File: src/rtl/pong_pkg.sv
// Shared types and constants for the Pong game controller and its datapaths.
package pong_pkg;

    // Match sequencing states; the encoding is visible on the debug state port.
    typedef enum logic [2:0] {
        IDLE       = 3'd0,
        SERVE_WAIT = 3'd1,
        PLAY       = 3'd2,
        POINT      = 3'd3,
        GAME_OVER  = 3'd4
    } game_state_t;

    localparam int SCORE_W = 4;

    // Launch directions, shared with the ball block.
    localparam logic DIR_LEFT  = 1'b0;
    localparam logic DIR_RIGHT = 1'b1;

    localparam logic [SCORE_W-1:0] SCORE_MAX = '1;

    // Increment a score, sticking at the maximum instead of wrapping.
    function automatic logic [SCORE_W-1:0] sat_inc(input logic [SCORE_W-1:0] s);
        return (s == SCORE_MAX) ? s : s + 1'b1;
    endfunction

endpackage

File: src/rtl/pong_game_ctrl_tick_divider.sv
// Frame tick generator: divides clk by TICK_DIV, freezing its phase while held.
module tick_divider #(
    parameter int TICK_DIV = 4
) (
    input  logic clk,
    input  logic rst,
    input  logic hold,
    output logic tick
);

    // A divide-by-one still needs a one-bit counter to keep the code uniform.
    localparam int CNT_W = (TICK_DIV > 1) ? $clog2(TICK_DIV) : 1;
    localparam logic [CNT_W-1:0] LAST = CNT_W'(TICK_DIV - 1);

    logic [CNT_W-1:0] count;

    // Phase counter: wraps at LAST, keeps its value while hold is high.
    always_ff @(posedge clk) begin
        // NOTE: sequential state uses non-blocking assignments so every register
        // samples the pre-edge values of the others, independent of statement order.
        if (rst) begin
            count <= '0;
        end else if (!hold) begin
            count <= (count == LAST) ? '0 : count + 1'b1;
        end
    end

    // A held divider produces no tick, so a paused frame never advances anything.
    assign tick = !hold && (count == LAST);

endmodule

File: src/rtl/pong_game_ctrl.sv
// Pong match sequencer: frame enable, serve timing, scoring and game-over detection.
module pong_game_ctrl
    import pong_pkg::*;
#(
    parameter int TICK_DIV    = 4,
    parameter int SERVE_DELAY = 2,
    parameter int WIN_SCORE   = 3
) (
    input  logic               clk,
    input  logic               rst,
    input  logic               start,
    input  logic               pause,
    input  logic               miss_left,
    input  logic               miss_right,
    output logic               en,
    output logic               serve,
    output logic               serve_dir,
    output logic [SCORE_W-1:0] score1,
    output logic [SCORE_W-1:0] score2,
    output logic               game_over,
    output logic               winner,
    output logic [2:0]         state
);

    localparam logic [7:0]         DELAY_LOAD = 8'(SERVE_DELAY);
    localparam logic [SCORE_W-1:0] WIN_VAL    = SCORE_W'(WIN_SCORE);

    game_state_t        state_q, state_d;
    logic [7:0]         delay_q, delay_d;
    logic [SCORE_W-1:0] score1_q, score1_d;
    logic [SCORE_W-1:0] score2_q, score2_d;
    logic               dir_q, dir_d;
    logic               winner_q, winner_d;
    logic               serve_q, serve_d;
    logic               en_q;
    logic               game_over_q;
    logic               tick;

    tick_divider #(
        .TICK_DIV(TICK_DIV)
    ) u_tick_divider (
        .clk (clk),
        .rst (rst),
        .hold(pause),
        .tick(tick)
    );

    // Next-state, scoring and serve-delay decisions for the match FSM.
    always_comb begin
        // NOTE: every variable gets a hold/default value first so no path through
        // the case leaves one unassigned, which would infer a latch.
        state_d  = state_q;
        delay_d  = delay_q;
        score1_d = score1_q;
        score2_d = score2_q;
        dir_d    = dir_q;
        winner_d = winner_q;
        serve_d  = 1'b0;

        unique case (state_q)
            IDLE: begin
                if (start) begin
                    state_d = SERVE_WAIT;
                    delay_d = DELAY_LOAD;
                    dir_d   = DIR_LEFT;
                end
            end

            SERVE_WAIT: begin
                // Count down in frame ticks; the last tick launches the ball.
                if (tick) begin
                    delay_d = delay_q - 1'b1;
                    if (delay_q <= 8'd1) begin
                        delay_d = '0;
                        state_d = PLAY;
                        serve_d = 1'b1;
                    end
                end
            end

            PLAY: begin
                // Misses are live every cycle, paused or not.
                if (miss_left && !miss_right) begin
                    score2_d = sat_inc(score2_q);
                    dir_d    = DIR_LEFT;
                    state_d  = POINT;
                end else if (miss_right && !miss_left) begin
                    score1_d = sat_inc(score1_q);
                    dir_d    = DIR_RIGHT;
                    state_d  = POINT;
                end else if (miss_left && miss_right) begin
                    // Double miss is a replayed point: nobody scores.
                    state_d = POINT;
                end
            end

            POINT: begin
                // Scores were updated on entry, so they can be judged here directly.
                if (score1_q == WIN_VAL) begin
                    state_d  = GAME_OVER;
                    winner_d = 1'b0;
                end else if (score2_q == WIN_VAL) begin
                    state_d  = GAME_OVER;
                    winner_d = 1'b1;
                end else begin
                    state_d = SERVE_WAIT;
                    delay_d = DELAY_LOAD;
                end
            end

            GAME_OVER: begin
                if (start) begin
                    score1_d = '0;
                    score2_d = '0;
                    dir_d    = DIR_LEFT;
                    delay_d  = DELAY_LOAD;
                    state_d  = SERVE_WAIT;
                end
            end

            default: begin
                state_d = IDLE;
            end
        endcase
    end

    // Register the FSM and every output so downstream blocks see glitch-free levels.
    always_ff @(posedge clk) begin
        if (rst) begin
            state_q     <= IDLE;
            delay_q     <= '0;
            score1_q    <= '0;
            score2_q    <= '0;
            dir_q       <= DIR_LEFT;
            winner_q    <= 1'b0;
            serve_q     <= 1'b0;
            en_q        <= 1'b0;
            game_over_q <= 1'b0;
        end else begin
            state_q     <= state_d;
            delay_q     <= delay_d;
            score1_q    <= score1_d;
            score2_q    <= score2_d;
            dir_q       <= dir_d;
            winner_q    <= winner_d;
            serve_q     <= serve_d;
            en_q        <= tick && (state_q == PLAY) && !pause;
            game_over_q <= (state_d == GAME_OVER);
        end
    end

    assign en        = en_q;
    assign serve     = serve_q;
    assign serve_dir = dir_q;
    assign score1    = score1_q;
    assign score2    = score2_q;
    assign game_over = game_over_q;
    assign winner    = winner_q;
    assign state     = state_q;

endmodule

File: config.mk
export PLATFORM = sky130hd
export DESIGN_NAME = pong_game_ctrl
export DESIGN_NICKNAME = d
export VERILOG_FILES = /design/src/rtl/pong_pkg.sv /design/src/rtl/pong_game_ctrl_tick_divider.sv /design/src/rtl/pong_game_ctrl.sv
export SDC_FILE = /design/constraint.sdc
export NUM_CORES = 1
export LEC_CHECK = 0
export BUFFER_PORTS_ARGS = -buffer_cell sky130_fd_sc_hd__buf_2
export CELL_PAD_IN_SITES_DETAIL_PLACEMENT = 0
export CELL_PAD_IN_SITES_GLOBAL_PLACEMENT = 2
export CORE_MARGIN = 2
export CORE_UTILIZATION = 30
export DETAILED_ROUTE_END_ITERATION = 16
export PLACE_DENSITY = 0.8
export REMOVE_ABC_BUFFERS = 1
export SLEW_MARGIN = 5
export SYNTH_ARGS = -nofsm -noshare
export SYNTH_HDL_FRONTEND = slang
export SYNTH_SLANG_ARGS = --single-unit
File: constraint.sdc
create_clock -name clk -period 1.68 [get_ports clk]
set_input_delay 0.42 -clock clk [delete_from_list [all_inputs] [get_ports clk]]
set_output_delay 0.42 -clock clk [all_outputs]
set_load 0.01 [all_outputs]
=== Word level (Yosys, flattened, before mapping) ===
Index checks and enable logic that the tools add are counted.
Widths: inputs -> output; s select.

* Add/subtract/negate cells: 4
* Multipliers: 0
* Divide/modulo/power cells: 0
* $lt $le $gt $ge: 1
* Equal/unequal tests: 21
* Shift-type cells: 0
* Multiplexer cells: 31
* Bitwise logic cells: 2
* Reductions and logical operators: 21

{| class="wikitable"
|+ Operators with widths
! kind !! number
|-
| $mux 8 || 5
|-
| $mux 3 || 8
|-
| $mux 4 || 6
|-
| $pmux 8 s3 || 1
|-
| $ne 2x2->1 const B || 9
|-
| $pmux 4 s2 || 2
|-
| $pmux 3 s4 || 1
|-
| $reduce_and 5->1 || 2
|-
| $add 4x1->4 const B || 2
|-
| $eq 4x2->1 const B || 2
|-
| $eq 4x4->1 const B || 2
|-
| $le 8x1->1 const B || 1
|-
| $sub 8x1->8 const B || 1
|-
| $eq 3x2->1 const B || 2
|-
| $eq 3x3->1 const B || 2
|-
| $logic_and 1x1->1 || 6
|-
| $mux 1 || 6
|-
| $reduce_bool 2->1 || 3
|-
| $reduce_and 4->1 || 1
|-
| $eq 3x1->1 const B || 1
|-
| $logic_not 1->1 || 3
|-
| $logic_not 3->1 || 1
|-
| $ne 3x3->1 const B || 1
|-
| $reduce_and 3->1 || 1
|-
| other kinds (10) || 11
|}

* Register bits: 26
* Bits in latches: 0
* RAM bits: 0
* Bits in read-only memories: 0
* Output and inout port bits: 16
* Logic and storage cells: 90
* Memories kept: 0

=== Logic depth before layout (Yosys ltp) ===
* Depth after elaboration: 6
* Depth in mapped cells: 6
* Gate-level depth less buffers: 6

=== By module ===
Synthesis repeated with hierarchy kept, for this count alone.

* Cells, all modules: 165
* Area, all modules: 1490.2 um2

{| class="wikitable"
|+ Modules (own cells, without submodules)
! module !! times used !! cells an instance !! area an instance (um2) !! seq. area each (um2)
|-
| pong_game_ctrl || 1 || 156 || 1400.1 || 480.5
|-
| tick_divider || 1 || 9 || 90.1 || 40.0
|}

=== Worst setup path after synthesis ===
Ideal clock, no wire load.

* Path type: register to register
* Start: register delay_q[2]
* End: register delay_q[6]
* Setup time: 0.059 ns
* Arrival: 1.678 ns
* Required time: 1.621 ns
* Path slack: -0.056 ns
* Cell stages (with the launch flop): 6
* Buffers on the path: 1
* Clock period less this slack: 1.736 ns
* Cells stage by stage: dfxtp_1 or4_1 buf_2 or4_4 nor4_2 a31o_1

* Longest elaborated chain between the ends: 4

{| class="wikitable"
|+ Ends and longest elaborated chain
! what !! RTL line !! RTL
|-
| from (decl) || pong_game_ctrl.sv:29 || <nowiki>logic [7:0] delay_q, delay_d;</nowiki>
|-
| from (signal assigned) || pong_game_ctrl.sv:141 || <nowiki>delay_q <= delay_d;</nowiki>
|-
| $sub 8x1->8 / $le 8x1->1 (equally long branches) || pong_game_ctrl.sv:72, pong_game_ctrl.sv:73 ||
|-
| $mux 8 * || pong_game_ctrl.sv:73 || <nowiki>if (delay_q <= 8'd1) begin</nowiki>
|-
| $mux 8 * || pong_game_ctrl.sv:71 || <nowiki>if (tick) begin</nowiki>
|-
| $pmux 8 s3 * || pong_game_ctrl.sv:60 || <nowiki>unique case (state_q)</nowiki>
|}

Every way passes the cells marked *; elsewhere a longest branch is shown, timed or not. The select of a mux whose other input is x is not followed.
A chain may end at the register's enable or synchronous reset.

=== Worst setup path after layout ===
Same ends and word-level chain as after synthesis.

==> results by group <==
Status
  • Status: finished, violations left
  • Failing checks: setup timing

Clock tree
  • CTS sink cnt: 26
  • CTS tree: done
  • CTS max path bufs: 2
  • # hold bufs at CTS: 0
  • Insertion delay to the later sink of the worst-skew pair: approximately 0.28 ns
  • H-tree Lvls: 1
  • CTS clk-pin slew, worst paths: ~0.1 ns
  • Root Buffer: clkbuf_8
  • CTS buffer count: 3

Timing
  • # setup viols final: 1
  • Worst setup margin: -0.02335 ns
  • Final hold violation count: 0
  • Period utilization: 101.4%
  • Fin. max-slew vios: 0
  • Clock Skews: 0.003957 ns
  • Max_slew headroom: 68.66%
  • Fmax: between 0.5 and 0.6 GHz
  • Setup repair after global routing missed its margin: yes
  • Post-layout min period: 1.703 ns
  • Slew @ Worst Pin: 0.4692 ns

Worst setup path
  • Worst r2r src: delay_q[2]
  • Critical-path cell list: or4_4, or4_4, nor4_4, a31o_1
  • Max FO, Critical Path: 5
  • Crit-path max cell delay: 0.58 ns
  • CP Data Required Time: between 1.5 and 2 ns
  • R2r worst-path depth: 4
  • CP startpoint kind: flop
  • Critical Path Slowest Stage Cell: or4_4
  • CP Data Arrival Time: around 1.9 ns
  • Worst reg-to-reg setup slack: -0.02 ns
  • CP Capture Type: flop
  • CP most frequent cell: or4_4
  • Setup CP Type: flop to flop
  • Reg-to-reg critical path endpoint: delay_q[6]

Logic synthesis
  • Area contributors post-synth: dfxtp_1 34%, ha_1 5.8%, a21oi_1 4.0%
  • Post-synth top area share: 34.30%
  • Netlist cell types: 46
  • Simple-gate portion of the synthesized area: 30.26%
  • Yosys warnings: 0
  • Post-synth EDFFs: 0
  • Main synth FF type: dfxtp_1
  • Syn Area/Cell: 8.479 um2
  • Multiplexer area fraction after synthesis: 3.380%
  • Post-Synthesis Cells: 179
  • XOR/XNOR Fraction of Synth Area: 0%
  • Post-Syn Area: approximately 0.0015 mm2
  • Post-Synth Adder-Cell Area: 5.771%
  • Largest family of logic cells by synthesized area: simple AND/OR/NAND/NOR gates
  • Complex-gate fraction of the synthesized area: a little over a fifth
  • Seq cells post-synth: 26
  • Most frequent cell after synthesis: dfxtp_1
  • Sequential fraction of the synthesis area: ~34%
  • Synth cell count leaders: 26 x dfxtp_1, 15 x nor2_1, 12 x a21oi_1, 12 x inv_1
  • Dominant cell type by area after synthesis: dfxtp_1
  • Post-synth ARST share: 0%

Detailed routing
  • DR WL/cell: 14.27 um
  • Drt first pass iters: 4
  • Routed vias/inst: 5.227
  • DRC Markers: 0
  • WL final: 4266 um
  • Total number of vias: 1563
  • Iteration-0 DRC Markers: 47
  • Antenna-violating nets left: 0

Finish
  • Layout cells sized above 1: 43.53%
  • # diodes: 0
  • Filler cell count: around 470
  • Final #Nets: 246
  • Syn-to-layout area delta: 41.55%
  • Fin cells: 299
  • Finished Cell Area: 0.002148 mm2

Hold path
  • Hold-critical path depth: 2
  • Hold endpoint: state[1]
  • Hold Crit Class: input pin to flop
  • Hold path start: rst

Placement
  • Placed insts: 295
  • Hpwl dp: between 3000 and 4000 um
  • Placer's final routability congestion estimate: 0.8342
  • Placed cell area: around 0.0019 mm2
  • Dpl ws: -0.1950 ns
  • Port-buffer cells: 21

Power and ir drop
  • Pwr Total: between 1500 and 2000 uW
  • Cell Pwr Density: between 600 and 700 mW/mm2
  • VDD IR-drop max: slightly above 0.3 mV
  • Leakage: 0.0008752 uW

Global route
  • Total gr overflow: 0
  • Initial antenna violation count: 0
  • Total track usage: 16.15%
  • Number of global-route vias before repair: approximately 1600
  • First-pass GRT wire length: 7107 um
  • Largest net degree at the start of global routing: 15

Flow run
  • Max Cap Viol: 0

Die
  • Die Area: 0.005644 mm2
  • Die span in y: 75.13 um
  • Die W: 75.13 um
  • Core area: 0.004786 mm2
  • Core Rows: 25
  • Starting Density: 31.71%
  • Ports: 22
-- sequential cells by signal (all words and copies together), names as in the netlist --
register	count
delay_q	8
score2	4
serve	1
score1	4
state	3
serve_dir	1
en	1
game_over	1
u_tick_divider.count	2
winner	1
-- report_power, final --
| part | leakage (uW) | switching [uW] | internal (uW) |
|---|---|---|---|
| Combinational | 0.000634 | 230 | 194 |
| Sequential | 0.000212 | 21.6 | 638 |
| Clock | 0.0000288 | 209 | 210 |
-- per-layer routing --
metal / global-route usage (%) / part of all wire, %
met1: 20.45 / 46
met2: 28.17 / 50
met3: 2.410 / 2.3
met4: 4.960 / 1.5
met5: 0 / 0
-- timing repair --
item                                    4_1_cts  5_1_grt
pin swaps                                     1        4
gates resized for setup                       7       28
endpoints found under the setup margin       10       12
buffers inserted                              0        1
-- cell usage in the layout (no fill, tap or decap), types with 3 or more instances in the layout --
master     count
nand2_1        4
o221ai_1       3
o21ai_0        7
inv_1         10
ha_2           3
nor2b_1        4
nand3_1        6
mux2i_1        4
dfxtp_1       22
o22ai_1        3
nand2b_1       6
o2111ai_2      3
ha_1           3
dfxtp_2        4
or3b_2         3
buf_4         34
or3_1          5
clkbuf_8       4
nor3_1         4
or2_2          4
a21oi_1       11
nor2_1        14
buf_2         21
-- how the worst max path moves through the flow --
stage,cells after the start,endpoint,from
after floorplan,4,delay_q[6],state[0]
after global placement,4,delay_q[3],delay_q[2]
after detailed placement,7,serve_dir,miss_left
after CTS,4,delay_q[6],delay_q[2]
after global routing,4,delay_q[6],delay_q[2]
final,4,delay_q[6],delay_q[2]
-- cells by family (layout without fill, tap and decap cells) --
| kind of cell | count (synthesis) | in the layout |
|---|---|---|
| flip-flops | 26 | 26 |
| AND/OR/NAND/NOR | 75 | 75 |
| multiplexers | 5 | 5 |
| buffers and inverters | 19 | 72 |
| adder cells (fa/ha/maj) | 7 | 7 |
| AO/OA/AOI/OAI | 47 | 47 |
-- final cells by class --
| type | count | area, um2 | area share, % |
|---|---|---|---|
| sequential | 26 | 525.5 | 24.46 |
| clock buffer | 4 | 55.05 | 2.563 |
| timing repair buffer | 56 | 371.6 | 17.30 |
| inverter | 12 | 45.04 | 2.097 |
| tap | 67 | 83.83 | 3.902 |
| multi-input combinational | 134 | 1067 | 49.68 |
-- critical path: cells and delay by family (launching register included) --
kind / cells / cell delay, ns
AND/OR/NAND/NOR: 3 / 1.22
flip-flops: 1 / 0.32
AO/OA/AOI/OAI: 1 / 0.12
-- through the flow --
step / utilization [%] / hold WS [ns] / TNS (ns)
final: 44.89 / 0.3866 / -0.02335
after detailed placement: 40.55 / 0.5050 / -1.039
after global placement: 40.55 / 0.4740 / -0.6378
after CTS: 42.33 / 0.3967 / -0.1063
after floorplan: - / 0.4676 / -0.6490
after global routing: 44.89 / 0.4024 / -0.2710
Power figures use the tool's default switching activity.
